===== src/rtl/vector_sequencer.sv =====
// Vector display sequencer: queues JUMP/DRAW commands and streams X/Y words to a
// DAC, rasterising DRAW lines with Bresenham steps. Asynchronous active-high reset.
module vector_sequencer #(
  parameter int W     = 12,
  parameter int DEPTH = 8,
  parameter int ZW    = 4
) (
  input  logic          clk,
  input  logic          reset,
  input  logic          cmd_valid,
  output logic          cmd_ready,
  input  logic          cmd_op,
  input  logic [W-1:0]  cmd_x,
  input  logic [W-1:0]  cmd_y,
  input  logic [ZW-1:0] cmd_z,
  output logic          dac_valid,
  input  logic          dac_ready,
  output logic [W-1:0]  dac_value,
  output logic          dac_axis,
  output logic [ZW-1:0] z_out,
  output logic          blank,
  output logic          busy
);

  localparam int AW = $clog2(DEPTH);
  localparam int CW = AW + 1;
  localparam int EW = 1 + ZW + 2 * W;
  localparam logic [CW-1:0] FULL = CW'(DEPTH);

  typedef enum logic [2:0] {
    S_IDLE,
    S_LOAD,
    S_SEND_X,
    S_SEND_Y,
    S_STEP
  } state_t;

  typedef logic signed [W+1:0] sw_t;
  typedef logic signed [W+2:0] sw2_t;

  // Command FIFO
  logic [EW-1:0] mem_q [DEPTH];
  logic [AW-1:0] wr_ptr_q, rd_ptr_q;
  logic [CW-1:0] count_q;
  logic          push, pop;
  logic [EW-1:0] head;
  logic          head_op;
  logic [ZW-1:0] head_z;
  logic [W-1:0]  head_x, head_y;

  // Sequencer state
  state_t        state_q, state_d;
  logic [W-1:0]  cur_x_q, cur_x_d, cur_y_q, cur_y_d;
  logic [W-1:0]  tgt_x_q, tgt_x_d, tgt_y_q, tgt_y_d;
  logic          op_q, op_d;
  logic [ZW-1:0] z_q, z_d;
  logic          blank_q, blank_d;
  sw_t           dx_q, dx_d, dy_q, dy_d, err_q, err_d;
  logic          sx_neg_q, sx_neg_d, sy_neg_q, sy_neg_d;
  logic          send_y_q, send_y_d;

  sw_t           diff_x, diff_y, abs_x, abs_y;
  sw2_t          e2, dx_ext, dy_ext;
  logic          step_x, step_y, at_target;

  assign cmd_ready = !reset && (count_q != FULL);
  assign push      = cmd_valid && cmd_ready;
  assign pop       = (state_q == S_IDLE) && (count_q != '0);

  always_ff @(posedge clk or posedge reset) begin
    if (reset) begin
      wr_ptr_q <= '0;
      rd_ptr_q <= '0;
      count_q  <= '0;
    end else begin
      if (push) wr_ptr_q <= wr_ptr_q + AW'(1);
      if (pop)  rd_ptr_q <= rd_ptr_q + AW'(1);
      count_q <= count_q + CW'(push) - CW'(pop);
    end
  end

  // NOTE: storage array has no reset; the pointers and count alone define which entries are live.
  always_ff @(posedge clk) begin
    if (push) mem_q[wr_ptr_q] <= {cmd_op, cmd_z, cmd_x, cmd_y};
  end

  assign head    = mem_q[rd_ptr_q];
  assign head_op = head[EW-1];
  assign head_z  = head[2*W +: ZW];
  assign head_x  = head[W +: W];
  assign head_y  = head[0 +: W];

  // Line setup and step decision; e2 needs one extra bit over err.
  assign diff_x    = $signed({2'b00, tgt_x_q}) - $signed({2'b00, cur_x_q});
  assign diff_y    = $signed({2'b00, tgt_y_q}) - $signed({2'b00, cur_y_q});
  assign abs_x     = diff_x[W+1] ? -diff_x : diff_x;
  assign abs_y     = diff_y[W+1] ? -diff_y : diff_y;
  assign e2        = $signed({err_q, 1'b0});
  assign dx_ext    = $signed({dx_q[W+1], dx_q});
  assign dy_ext    = $signed({dy_q[W+1], dy_q});
  assign step_x    = (e2 >= dy_ext);
  assign step_y    = (e2 <= dx_ext);
  assign at_target = (cur_x_q == tgt_x_q) && (cur_y_q == tgt_y_q);

  // NOTE: every _d gets its hold value first so no path through the case infers a latch.
  always_comb begin
    state_d  = state_q;
    cur_x_d  = cur_x_q;
    cur_y_d  = cur_y_q;
    tgt_x_d  = tgt_x_q;
    tgt_y_d  = tgt_y_q;
    op_d     = op_q;
    z_d      = z_q;
    blank_d  = blank_q;
    dx_d     = dx_q;
    dy_d     = dy_q;
    err_d    = err_q;
    sx_neg_d = sx_neg_q;
    sy_neg_d = sy_neg_q;
    send_y_d = send_y_q;

    case (state_q)
      S_IDLE: begin
        if (pop) begin
          tgt_x_d = head_x;
          tgt_y_d = head_y;
          op_d    = head_op;
          z_d     = head_op ? head_z : '0;
          blank_d = !head_op;
          state_d = S_LOAD;
        end
      end
      S_LOAD: begin
        send_y_d = 1'b1;
        state_d  = S_SEND_X;
        if (!op_q) begin
          cur_x_d = tgt_x_q;
          cur_y_d = tgt_y_q;
        end else if (!at_target) begin
          dx_d     = abs_x;
          dy_d     = -abs_y;
          err_d    = abs_x - abs_y;
          sx_neg_d = diff_x[W+1];
          sy_neg_d = diff_y[W+1];
          state_d  = S_STEP;
        end
      end
      S_STEP: begin
        if (step_x) cur_x_d = sx_neg_q ? cur_x_q - W'(1) : cur_x_q + W'(1);
        if (step_y) cur_y_d = sy_neg_q ? cur_y_q - W'(1) : cur_y_q + W'(1);
        err_d    = err_q + (step_x ? dy_q : sw_t'(0)) + (step_y ? dx_q : sw_t'(0));
        send_y_d = step_y;
        state_d  = step_x ? S_SEND_X : S_SEND_Y;
      end
      S_SEND_X: begin
        if (dac_ready) begin
          if (send_y_q)       state_d = S_SEND_Y;
          else if (at_target) state_d = S_IDLE;
          else                state_d = S_STEP;
        end
      end
      S_SEND_Y: begin
        if (dac_ready) state_d = at_target ? S_IDLE : S_STEP;
      end
      default: state_d = S_IDLE;
    endcase
  end

  // NOTE: state registers use non-blocking assignments so all flops update together at the edge.
  always_ff @(posedge clk or posedge reset) begin
    if (reset) begin
      state_q  <= S_IDLE;
      cur_x_q  <= '0;
      cur_y_q  <= '0;
      tgt_x_q  <= '0;
      tgt_y_q  <= '0;
      op_q     <= 1'b0;
      z_q      <= '0;
      blank_q  <= 1'b1;
      dx_q     <= '0;
      dy_q     <= '0;
      err_q    <= '0;
      sx_neg_q <= 1'b0;
      sy_neg_q <= 1'b0;
      send_y_q <= 1'b0;
    end else begin
      state_q  <= state_d;
      cur_x_q  <= cur_x_d;
      cur_y_q  <= cur_y_d;
      tgt_x_q  <= tgt_x_d;
      tgt_y_q  <= tgt_y_d;
      op_q     <= op_d;
      z_q      <= z_d;
      blank_q  <= blank_d;
      dx_q     <= dx_d;
      dy_q     <= dy_d;
      err_q    <= err_d;
      sx_neg_q <= sx_neg_d;
      sy_neg_q <= sy_neg_d;
      send_y_q <= send_y_d;
    end
  end

  // Position is frozen in the SEND states, so the DAC word is stable while stalled.
  assign dac_valid = (state_q == S_SEND_X) || (state_q == S_SEND_Y);
  assign dac_axis  = (state_q == S_SEND_Y);
  assign dac_value = (state_q == S_SEND_X) ? cur_x_q :
                     (state_q == S_SEND_Y) ? cur_y_q : '0;
  assign z_out     = z_q;
  assign blank     = blank_q;
  assign busy      = (count_q != '0) || (state_q != S_IDLE);

endmodule


===== config.mk =====
export PLATFORM = sky130hd
export DESIGN_NAME = vector_sequencer
export DESIGN_NICKNAME = d
export VERILOG_FILES = /design/src/rtl/vector_sequencer.sv
export SDC_FILE = /design/constraint.sdc
export NUM_CORES = 1
export LEC_CHECK = 0
export ABC_AREA = 1
export BUFFER_PORTS_ARGS = -buffer_cell sky130_fd_sc_hd__buf_2
export CAP_MARGIN = 20
export CORE_ASPECT_RATIO = 0.8
export CORE_MARGIN = 5
export CORE_UTILIZATION = 57
export CTS_BUF_LIST = sky130_fd_sc_hd__clkbuf_16
export CTS_CLUSTER_DIAMETER = 150
export DETAILED_ROUTE_END_ITERATION = 8
export PLACE_DENSITY = 0.7
export REMOVE_ABC_BUFFERS = 1
export SYNTH_ARGS = -nofsm -noshare
export SYNTH_HDL_FRONTEND = slang
export SYNTH_SLANG_ARGS = --single-unit

===== constraint.sdc =====
create_clock -name clk -period 5.19 [get_ports clk]
set_input_delay 1.038 -clock clk [delete_from_list [all_inputs] [get_ports clk]]
set_output_delay 1.038 -clock clk [all_outputs]
set_load 0.01 [all_outputs]

==> metrics.txt <==
status completed; final std cells w/o fill 2616; total die area roughly 38000 um2; # rows 60; sequential area share after synthesis 50.8%; grt ovf 0; Post-Synth Simple-Gate Area 17.9%; dpl hpwl ~34000 um; Data arrival, critical path between 5 and 6 ns; Initial DRC Count 1578; Slew Limit Fails 0; CTS clk-pin slew, worst paths 0.06 ns; dominant synthesized flop cell edfxtp_1; Min-Delay Path Class reg2reg; final-stage net count about 2.3k; R2R setup slack 0.32 ns; mux contribution to synthesized area 0%; Antenna Nets Post-Route 0; Period minus WS final a little under 5 ns; Synth async-reset ratio 32.6%; combinational family with the most area after synthesis simple AND/OR/NAND/NOR gates; deepest clock path buffer count 3; Post-Route Skew 0.0278 ns; Remaining DRCs 0; synth top area cells edfxtp_1 (36%), dfrtp_1 (14%), nand2_1 (7.9%); Post-synth EDFFs 232; Slew headroom 28.0%; Max Clock Freq roughly 210 MHz; initial antenna violation count 3; slew of the pin with the lowest slew margin 1.08 ns; placed cell count 2546; worst-path maximum fanout 8; Netlist Area Pre-Place ~19000 um2; most common cell after layout, fill and taps aside nand2_1; clk_lat worst skew 0.54 ns; diode count 0; Synth Area per Inst 9.11 um2; GRT Util Overall 26.4%; Via density about 5.8; GPL Wtd Cong 0.929; htree depth 2; Final Setup Violations 0; crit end category flop; Die Span X 215 um; total number of vias 15.3k; final hold viol count 0; Syn Inst Count 2113; I/O Buffers 53; clock sink total 344; Synth area leader edfxtp_1; largest net degree at the start of global routing 77; Setup Crit Path Kind reg2reg; adder and majority gate portion of the synthesized area 8.97%; Layout area overhead 10.2%; root buf cell clkbuf_16; pre-CTS WS 0.326 ns; Synth Area in Compound Gates between 10 and 15%; Setup TNS 0 ns; area of the core 33500 um2; commonest cells after routing, fill and taps aside nand2_1 (405), inv_1 (265), edfxtp_1 (232); post-route setup slack 0.316 ns; Yosys reg bits 344; Ys Warns 0; MaxCap Viol Count 0; share of cells above drive strength 1 8.94%; Initial Util 57.5%; post-synth cell types 54; routed wire length per instance between 15 and 20 um; Die H 174 um; CTS tree done; first-pass iteration count of the detailed router 7; I/O pin total 54; CTS Buf Count 36; crit start category flop; Total Wirelength 49800 um; crit share post-route between 90% and 100%; Synth top area share roughly 36%; Crit path required time 5.67 ns; vias in the first global route 14.8k; Synth Area in XOR/XNOR ~2%; global-route wire length before repair about 80000 um
## sequential cells by signal, indices dropped and copies added, names as in the netlist, 3 cells and up
register / flops
state_q: 3
count_q: 4
rd_ptr_q: 3
dy_q: 14
mem_q: 232
err_q: 14
cur_y_q: 12
z_out: 4
cur_x_q: 12
dx_q: 14
tgt_y_q: 12
wr_ptr_q: 3
tgt_x_q: 12
## stage by stage
step                util [%]  hold slack, ns  area, um2
floorplan                  -           0.453      18900
global placement        59.7           0.458      20000
detailed placement      59.9           0.462      20100
CTS                     63.1           0.477      21100
global route            63.3           0.516      21200
finish                  63.3           0.480      21200
## worst max-delay path, stage by stage (launching register included)
cell        delay [ns]
dfrtp_1           0.43
ha_1              0.31
nand3_1           0.06
and2_1            0.16
o221ai_1          0.28
nand3_1           0.18
nand2_1           0.09
nand2_1           0.06
nand2_2           0.17
clkinvlp_4        0.24
nor2_1            0.19
fa_1              0.44
ha_1              0.25
fa_1              0.40
nand3_1           0.09
nand2_1           0.13
a21oi_2           0.21
nor2_1            0.08
o21ai_0           0.21
nand2_1           0.13
a21oi_1           0.15
nor2_1            0.05
nor2_1            0.10
nand3b_1          0.12
nand3_1           0.07
nand2_1           0.09
nand2_1           0.04
nand2_1           0.07
## layer usage
| layer | share of wire (%) | GRT usage (%) | vias up |
|---|---|---|---|
| met5 | 0.056 | 0 | - |
| met1 | 47 | 40.4 | 7348 |
| met4 | 2.2 | 6.90 | 6 |
| met3 | 7.1 | 3.97 | 98 |
| met2 | 44 | 39.9 | 558 |
| li1 | - | - | 7288 |
## cell type report
type	count	area, um2
fill	2780	12300
tap	434	543
inverter	269	1020
clock buffer	38	951
multi-input combinational	1426	8250
clock inverter	27	129
sequential	344	9770
timing repair buffer	78	543
## cells by family after synthesis
kind of cell | after synthesis
adder cells (fa/ha/maj) | 126
AO/OA/AOI/OAI | 445
XOR/XNOR | 42
AND/OR/NAND/NOR | 813
flip-flops | 344
buffers and inverters | 343
## path summary, 6_finish.rpt
path                                           start               endpoint  cells after the start
worst max-delay path            err_q[1]$_DFFE_PP0P_  err_q[13]$_DFFE_PP0P_                     27
worst min-delay path            z_out[0]$_DFFE_PP0P_   z_out[0]$_DFFE_PP0P_                      1
worst max register to register  err_q[1]$_DFFE_PP0P_  err_q[13]$_DFFE_PP0P_                     27
worst min register to register  z_out[0]$_DFFE_PP0P_   z_out[0]$_DFFE_PP0P_                      1
max in group asynchronous                      reset    dy_q[3]$_DFFE_PP0P_                      3
min in group asynchronous                      reset   count_q[3]$_DFF_PP0_                      2
## cells in the mapped netlist, types with 3 or more instances
cell,instances
nand2_1,406
inv_1,260
edfxtp_1,232
nor2_1,227
o21ai_0,209
dfrtp_1,111
ha_1,106
nand3_1,94
a21oi_1,90
clkbuf_1,67
o221ai_1,41
o22ai_1,40
xor2_1,27
o211ai_1,24
fa_1,20
nand4_1,19
nor3_1,13
xnor2_1,12
nand3b_1,10
nand2_2,8
nor2_2,8
o21bai_1,8
or2_2,8
a21o_1,7
a31oi_1,5
inv_2,5
buf_1,4
nand3_2,4
nor2_4,4
o21a_1,4
a2bb2oi_1,3
and2_1,3
clkinv_1,3
nor4_1,3
o31ai_1,3
xor2_2,3
## what timing repair did
item                                    CTS  global route
resized for setup                         0             3
buffers inserted                          0             3
endpoints found under the setup margin    0             3
hold buffers                              0             0
Power is not shown: default switching activity piles up to over one toggle a cycle in this logic, so the estimate is an artifact.
